File: src/rtl/win_fetch_ctrl.sv
// win_fetch_ctrl: raster-scan fetch of 7x7 windows from frame memory into a 2-entry valid/ready FIFO.
// Optional feature macro WIN_SUM_EN adds win_sum, the pixel sum of the FIFO head window.
module win_fetch_ctrl #(
  parameter int IMG_W   = 640,
  parameter int IMG_H   = 480,
  parameter int WIN     = 7,
  parameter int D_WIDTH = 8,
  parameter int A_WIDTH = 19
) (
  input  logic                       clk,
  input  logic                       rst_n,
  input  logic                       start,
  output logic                       busy,
  output logic                       done,
  output logic                       ren,
  output logic [A_WIDTH-1:0]         raddr,
  input  logic [WIN*WIN*D_WIDTH-1:0] rdata,
  output logic                       win_valid,
  input  logic                       win_ready,
  output logic [WIN*WIN*D_WIDTH-1:0] win_data,
  output logic [A_WIDTH-1:0]         win_caddr,
  output logic                       win_last
`ifdef WIN_SUM_EN
  ,
  output logic [13:0]                win_sum
`endif
);
  localparam int DW = WIN * WIN * D_WIDTH;
  localparam int XW = $clog2(IMG_W);
  localparam int YW = $clog2(IMG_H);
  localparam logic [XW-1:0] X_MAX = XW'(IMG_W - WIN);
  localparam logic [YW-1:0] Y_MAX = YW'(IMG_H - WIN);
  localparam logic [A_WIDTH-1:0] C_OFF = A_WIDTH'((WIN / 2) * IMG_W + WIN / 2);
  localparam logic [A_WIDTH-1:0] ROW_STEP = A_WIDTH'(WIN);

  typedef enum logic [1:0] {IDLE, RUN, DRAIN, DONE} state_t;

  state_t state, state_nxt;
  logic [XW-1:0] x;
  logic [YW-1:0] y;
  logic [A_WIDTH-1:0] nxt_addr, last_addr;
  logic at_end, push, pop;
  logic cap, cap_last;
  logic [A_WIDTH-1:0] cap_caddr;
  logic [DW-1:0] f_data [2];
  logic [A_WIDTH-1:0] f_caddr [2];
  logic [1:0] f_last;
  logic [1:0] count;
  logic wp, rp;

  assign at_end    = (x == X_MAX) && (y == Y_MAX);
  assign win_valid = count != 2'd0;
  assign pop       = win_valid && win_ready;
  assign push      = cap;
  assign win_data  = f_data[rp];
  assign win_caddr = f_caddr[rp];
  assign win_last  = win_valid && f_last[rp];

  // Read issue gating, address mux and next-state; a same-cycle pop frees a slot
  always_comb begin
    ren       = (state == RUN) && (({1'b0, count} + {2'b0, cap} - {2'b0, pop}) < 3'd2);
    raddr     = ren ? nxt_addr : last_addr;
    busy      = (state == RUN) || (state == DRAIN);
    done      = state == DONE;
    state_nxt = (state == IDLE && start)           ? RUN   :
                (state == RUN && ren && at_end)     ? DRAIN :
                (state == DRAIN && pop && win_last) ? DONE  :
                (state == DONE)                     ? IDLE  : state;
  end

  // FSM state register
  always_ff @(posedge clk or negedge rst_n) begin
    if (!rst_n) state <= IDLE;
    else        state <= state_nxt;
  end

  // Scan position: restart on start, step +1 per read, jump to next row start at row end
  always_ff @(posedge clk or negedge rst_n) begin
    if (!rst_n) begin
      x         <= '0;
      y         <= '0;
      nxt_addr  <= '0;
      last_addr <= '0;
    end else if (state == IDLE && start) begin
      x        <= '0;
      y        <= '0;
      nxt_addr <= '0;
    end else if (ren) begin
      last_addr <= nxt_addr;
      if (x == X_MAX) begin
        x        <= '0;
        y        <= y + 1'b1;
        nxt_addr <= nxt_addr + ROW_STEP;
      end else begin
        x        <= x + 1'b1;
        nxt_addr <= nxt_addr + 1'b1;
      end
    end
  end

  // Tag of the read in flight, aligned with rdata one cycle later
  always_ff @(posedge clk or negedge rst_n) begin
    if (!rst_n) begin
      cap       <= 1'b0;
      cap_caddr <= '0;
      cap_last  <= 1'b0;
    end else begin
      cap       <= ren;
      cap_caddr <= raddr + C_OFF;
      cap_last  <= ren && at_end;
    end
  end

  // Two-entry FIFO; issue gating guarantees a free slot whenever a capture arrives
  always_ff @(posedge clk or negedge rst_n) begin
    if (!rst_n) begin
      f_data[0]  <= '0;
      f_data[1]  <= '0;
      f_caddr[0] <= '0;
      f_caddr[1] <= '0;
      f_last     <= '0;
      wp         <= 1'b0;
      rp         <= 1'b0;
      count      <= '0;
    end else begin
      if (push) begin
        f_data[wp]  <= rdata;
        f_caddr[wp] <= cap_caddr;
        f_last[wp]  <= cap_last;
        wp          <= ~wp;
      end
      if (pop) rp <= ~rp;
      count <= count + {1'b0, push} - {1'b0, pop};
    end
  end

`ifdef WIN_SUM_EN
  logic [13:0] sum_in;
  logic [13:0] f_sum [2];

  assign win_sum = f_sum[rp];

  // Sum of all pixels of the window arriving on rdata
  always_comb begin
    sum_in = '0;
    for (int i = 0; i < WIN * WIN; i++) sum_in = sum_in + 14'(rdata[i*D_WIDTH +: D_WIDTH]);
  end

  // Sums stored alongside their FIFO entries
  always_ff @(posedge clk or negedge rst_n) begin
    if (!rst_n) begin
      f_sum[0] <= '0;
      f_sum[1] <= '0;
    end else if (push) begin
      f_sum[wp] <= sum_in;
    end
  end
`endif
endmodule

File: config.mk
export PLATFORM = sky130hd
export DESIGN_NAME = win_fetch_ctrl
export DESIGN_NICKNAME = d
export VERILOG_FILES = /design/src/rtl/win_fetch_ctrl.sv
export SDC_FILE = /design/constraint.sdc
export NUM_CORES = 1
export LEC_CHECK = 0
export ABC_CLOCK_PERIOD_IN_PS = 4900
export CELL_PAD_IN_SITES_DETAIL_PLACEMENT = 1
export CELL_PAD_IN_SITES_GLOBAL_PLACEMENT = 1
export CORE_AREA = 2 2 323 325
export CTS_CLUSTER_DIAMETER = 50
export CTS_CLUSTER_SIZE = 24
export DETAILED_ROUTE_END_ITERATION = 8
export DIE_AREA = 0 0 325 327
export DONT_BUFFER_PORTS = 1
export GPL_ROUTABILITY_DRIVEN = 0
export PLACE_DENSITY_LB_ADDON = 0.1
export SYNTH_ARGS = -nofsm -noshare
export SYNTH_HDL_FRONTEND = slang
export SYNTH_SLANG_ARGS = --single-unit
File: constraint.sdc
create_clock -name clk -period 4.9 [get_ports clk]
set_input_delay 0.49 -clock clk [delete_from_list [all_inputs] [get_ports clk]]
set_output_delay 0.49 -clock clk [all_outputs]
set_load 0.01 [all_outputs]
# --- Word level (Yosys, flattened, before mapping) ---
# Index checks and enable logic that the tools add are counted.
op_classes:
  add_sub_neg: 9
  n_lt_le_gt_ge: 7
  eq_ne: 5
  mux: 31
  bitwise_logic: 4
  n_reduce_logical: 19
op_table:
  columns: ["operator", "count"]
  rows:
  - ["$mux W392", 4]
  - ["$bwmux W784", 1]
  - ["$demux W392 S1", 1]
  - ["$mux W19", 8]
  - ["$bwmux W38", 1]
  - ["$mux W10", 3]
  - ["$mux W9", 3]
  - ["$add A19 B1 Y19 const B", 1]
  - ["$add A19 B11 Y19 const B", 1]
  - ["$add A19 B3 Y19 const B", 1]
  - ["$demux W19 S1", 1]
  - ["$logic_and A1 B1 Y1", 12]
  - ["$add A10 B1 Y10 const B", 1]
  - ["$eq A10 B10 Y1 const B", 1]
  - ["$add A9 B1 Y9 const B", 1]
  - ["$eq A9 B9 Y1 const B", 1]
  - ["$mux W2", 4]
  - ["$reduce_bool A2 Y1", 3]
  - ["$eq A2 B2 Y1 const B", 2]
  - ["$ge A2 B2 Y1 const B", 2]
  - ["$lt A1 B2 Y1 const B", 2]
  - ["$not A1 Y2", 2]
  - ["$reduce_bool A4 Y1", 1]
  - ["$add A2 B1 Y3", 1]
  - ["14 further kinds", 17]
word_totals:
  ff_bits: 908
  input_bits: 396
  out_inout_bits: 435
  elab_cells: 91

# --- Depth between registers and ports, before layout ---
logic_depth:
  ltp_word: 9
  mapped_depth: 22
  mapped_depth_nobuf: 19

# --- Least setup slack after synthesis ---
# OpenSTA, ideal clock, no wires.
synth_path:
  kind: "reg-to-reg"
  from: "reg count[1]"
  to: "reg cap_caddr[14]"
  setup_ns: 0.123
  arrival_ns: 4.053
  t_required_ns: 4.777
  setup_slack_ns: 0.725
  stages_incl_launch_ff: 22
  n_path_buf: 2
  period_less_slack_ns: 4.175
  path_cell_list: "dfrtp_1 -> nor2_1 -> inv_1 -> and2_1 -> ha_1 -> inv_1 -> ha_1 -> inv_1 -> fa_1 -> xnor2_2 -> nand2_4 -> inv_4 -> buf_2 -> buf_2 -> nand2_1 -> nand2_1 -> inv_1 -> ha_1 -> a2111oi_0 -> or2_1 -> o21ai_1 -> xnor2_1"
synth_via:
  elab_chain_cells: 7
  elab_cells_between_ends: 8
  classes_between: "3 x add/sub; 1 x order compare; 1 x mux; 3 x reduce/logical"
synth_lines:
  columns: ["item", "line_no", "rtl"]
  rows:
  - ["from (decl)", "48", "logic [1:0] count;"]
  - ["from (signal assigned)", "133", "count <= count + {1'b0, push} - {1'b0, pop};"]
  - ["$reduce_bool A2 Y1", "52", "assign win_valid = count != 2'd0;"]
  - ["via win_valid", "18", "output logic win_valid,"]
  - ["$logic_and A1 B1 Y1", "53", "assign pop = win_valid && win_ready;"]
  - ["via pop", "42", "logic at_end, push, pop;"]
  - ["$sub A3 B1 Y3", "61", "ren = (state == RUN) && (({1'b0, count} + {2'b0, cap} - {2'b0, pop}) < 3'd2);"]
  - ["$lt A3 B2 Y1", "61", null]
  - ["$logic_and A1 B1 Y1", "61", null]
  - ["via ren", "15", "output logic ren,"]
  - ["$mux W19", null, null]
  - ["via raddr[1]", "16", "output logic [A_WIDTH-1:0] raddr,"]
  - ["$add A19 B11 Y19", "109", "cap_caddr <= raddr + C_OFF;"]
  - ["to (signal assigned)", "109", null]
  - ["to (decl)", "44", "logic [A_WIDTH-1:0] cap_caddr;"]
# The timed path passes the listed nets, and every way through them passes these cells.
# A chain may end at the register's enable or synchronous reset.

# --- Final worst setup path ---
layout_path:
  from: "reg count[1]"
  to: "out raddr[7]"
layout_via:
  elab_chain_cells: 6
  elab_cells_between_ends: 7
  classes_between: "2 x add/sub; 1 x order compare; 1 x mux; 3 x reduce/logical"
layout_lines:
  columns: ["item", "line_no"]
  rows:
  - ["$reduce_bool A2 Y1", "52"]
  - ["via win_valid", "18"]
  - ["$logic_and A1 B1 Y1", "53"]
  - ["via pop", "42"]
  - ["$sub A3 B1 Y3", "61"]
  - ["$lt A3 B2 Y1", "61"]
  - ["$logic_and A1 B1 Y1", "61"]
  - ["$mux W19", null]
  - ["to (decl)", "16"]
# The timed path passes the listed nets, and every way through them passes these cells.

==> run metrics <==
status finished, final reports clean; hpwl dp between 70000 and 80000 µm; synth unique cells 57; total grt overflow 0; sequential share of power 35.2%; CTS root buf clkbuf_16; most frequent cell after synthesis mux2_2; Post-synth ARST share 100%; Logic pwr share between 30% and 40%; f_max roughly 220 MHz; initial antenna violation count 22; cell-internal power 23.8 mW; IO Port Bufs 0; worst-path maximum fanout 18; placed cell count a little under 4000; Clock transition at path regs roughly 0.050 ns; predominant post-synthesis flop cell dfrtp_1; #FFs+latches synth 908; WP data required roughly 4.4 ns; Worst-Margin Slew 1.11 ns; row count 118; Lkg Pwr between 20 and 25 nW; DRT antenna net count 0; Global Route Usage Sum between 20% and 30%; met3 usage under 10%; Die Y 327 µm; Mapped Area approximately 40000 µm²; VDD IR-drop max between 0.0004 and 0.0005 V; CTS Buffer Depth 3; Mapped Avg Cell Area roughly 15 µm²; Post-synth EDFFs 0; total die area between 100000 and 150000 µm²; M1 GR Usage a little under a quarter; Clock Power Share between 20 and 30%; setup repair bufs after CTS 0; crit path time final between 4 and 5 ns; average wire per standard cell around 25 µm; Synth top area share 57.4%; pin count of the biggest net entering global routing just over 900; Layout Nets between 3000 and 4000; cells after synthesis between 2000 and 3000; ratio of final minimum period to clock period 93.4%; synth top area cells dfrtp_1 57%, mux2_2 36%, buf_2 0.99%, clkbuf_1 0.65%, nand2_1 0.56%; Worst Path Arrival approximately 4.1 ns; total negative slack 0 ns; Max Cap Viol 0; DR iter-0 viols 870; Fillers approximately 10000; I/O pin count between 800 and 900; CORE AREA just over 100000 µm²; Setup-failing EPs final 0; Seq/Total Area, Yosys ~57%; Startpoint Class flip-flop; gr busiest metal met2; Sw Pwr ~13 mW; first-pass GRT wire length 173000 µm; DIE WIDTH 325 µm; TritonRoute pass-1 iters 4; most frequent cells after synthesis 1256 x mux2_2, 908 x dfrtp_1, 78 x buf_2, 69 x clkbuf_1, 59 x nand2_1; Finished Layout Cells approximately 4500; via count about 24000; unrepaired setup endpoints after global routing false; Hold Crit Class in -> async; total wire length about 120000 µm; Final Max Slew Viols 0; area delta synth->final 25.6%; routing usage on met2 between 30% and 40%; share of cells above drive strength 1 roughly 49%; Sw Ratio between 30% and 40%; TritonCTS clock tree built; Worst-Skew Late Latency between 0.7 and 0.8 ns; number of global-route vias before repair ~27000; CP endpoint kind output pin; Final Hold Viols 0; syn_nets 3047; Synth warnings 0; DRC 0; Initial Utilization between 30 and 40%; # clock sinks a little over 900; Rel. slew slack 26.1%; CP Class reg -> out; clock skew 0.0298 ns; area leader, netlist dfrtp_1; H-tree level count 4; Cell Pwr Density 734 nW/µm²; Inserted Clock Buffers ~130; vias per cell approximately 5.2
[power by group through the flow]
| stage | combinational [mW] | sequential [mW] | clock (mW) |
|---|---|---|---|
| after floorplan | 10.5 | 12.2 | 0 |
| after detailed placement | 13.5 | 13.0 | 0 |
| after CTS | 13.9 | 12.9 | 10.1 |
| after global routing | 14.7 | 13.4 | 10.4 |
| after global placement | 13.2 | 12.7 | 0 |
| final | 13.9 | 12.8 | 9.79 |
[final cells by class]
class                   instances  area (µm²)  area share [%]
repair buffers                432        4440            8.94
flip-flops and latches        908       22700            45.7
clock inverters                75         947            1.91
multi-input cells            1556       16100            32.4
diodes                         17        42.5          0.0856
well taps                    1380        1730            3.47
clock buffers                 160        3640            7.33
inverters                      19        73.8           0.149
[routing by layer]
| layer | up-vias | share of wire, % |
|---|---|---|
| li1 | 10308 | - |
| met4 | 12 | 4.9 |
| met3 | 240 | 8.0 |
| met1 | 12236 | 36 |
| met5 | - | 0.071 |
| met2 | 727 | 51 |
[stage by stage]
step | power (mW) | util, % | worst slack, ns | cell area (µm²) | hold WS (ns)
floorplan | 22.7 | - | 0.725 | 39600 | 0.194
finish | 36.5 | 48.3 | 0.326 | 49700 | 0.194
global route | 38.5 | 48.3 | 0.0427 | 49700 | 0.169
CTS | 36.8 | 48.1 | 0.115 | 49500 | -0.580
global placement | 25.9 | 39.8 | 0.552 | 41000 | 0.214
detailed placement | 26.5 | 39.8 | 0.529 | 41000 | 0.223
[layout by cell type (no fill, tap or decap), drive strengths merged, types with 2 or more instances in the layout]
master,n
a211oi,3
a21oi,17
and2,7
and3,6
buf,37
bufinv,15
clkbuf,160
clkinv,28
clkinvlp,12
dfrtp,908
diode,17
dlygate4sd3,395
fa,2
ha,13
inv,39
mux2,1256
mux2i,5
nand2,60
nand3,17
nand4,13
nor2,39
nor2b,3
nor3,12
nor4,6
o211ai,2
o21ai,15
or2,3
or3,9
or4,4
or4b,2
xnor2,20
xor2,26
[final timing paths]
kind	from	endpoint	slack, ns	depth (start not counted)
min in group clk	start	nxt_addr[6]	0.32	2
max reg2reg	count[1]	cap_caddr[16]	0.55	19
max	count[1]	raddr[7]	0.33	13
max in group asynchronous	rst_n	f_data[207]	1.79	4
min	rst_n	f_data[342]	0.19	1
min reg2reg	f_data[240]	f_data[240]	0.50	1
[worst max-delay path, stage by stage (launching register included)]
cell	delay, ns
dfrtp_1	0.47
nor2_1	0.16
inv_1	0.13
and2_1	0.22
ha_1	0.30
inv_1	0.06
ha_1	0.13
inv_1	0.05
fa_1	0.56
and2_2	0.28
nand2_4	0.08
inv_4	0.19
buf_4	0.31
mux2_2	0.44
[state kept, by name, summed over array words and instances, names as in the netlist, 2 cells and up]
register / count
count: 2
cap_caddr: 19
x: 10
last_addr: 19
y: 9
f_last: 2
f_caddr: 38
f_data: 784
nxt_addr: 19
state: 2
[what timing repair did]
item / CTS / global route
hold buffers: 394 / 1
endpoints found under the hold margin: 1695 / 72
setup endpoints to repair: 0 / 1
resized for setup: 0 / 1
[cells by family (layout without fill, tap and decap cells)]
group	count (synthesis)	in the layout	synth area share [%]
mux	1261	1261	35.9
other cells	0	17	0
flops	908	908	57.4
compound gates	46	46	0.743
xor+xnor	46	46	1.06
fa+ha+maj	15	15	0.512
buf+inv	172	686	1.92
simple gates	188	188	2.45
(Power assumes the default switching activity.)
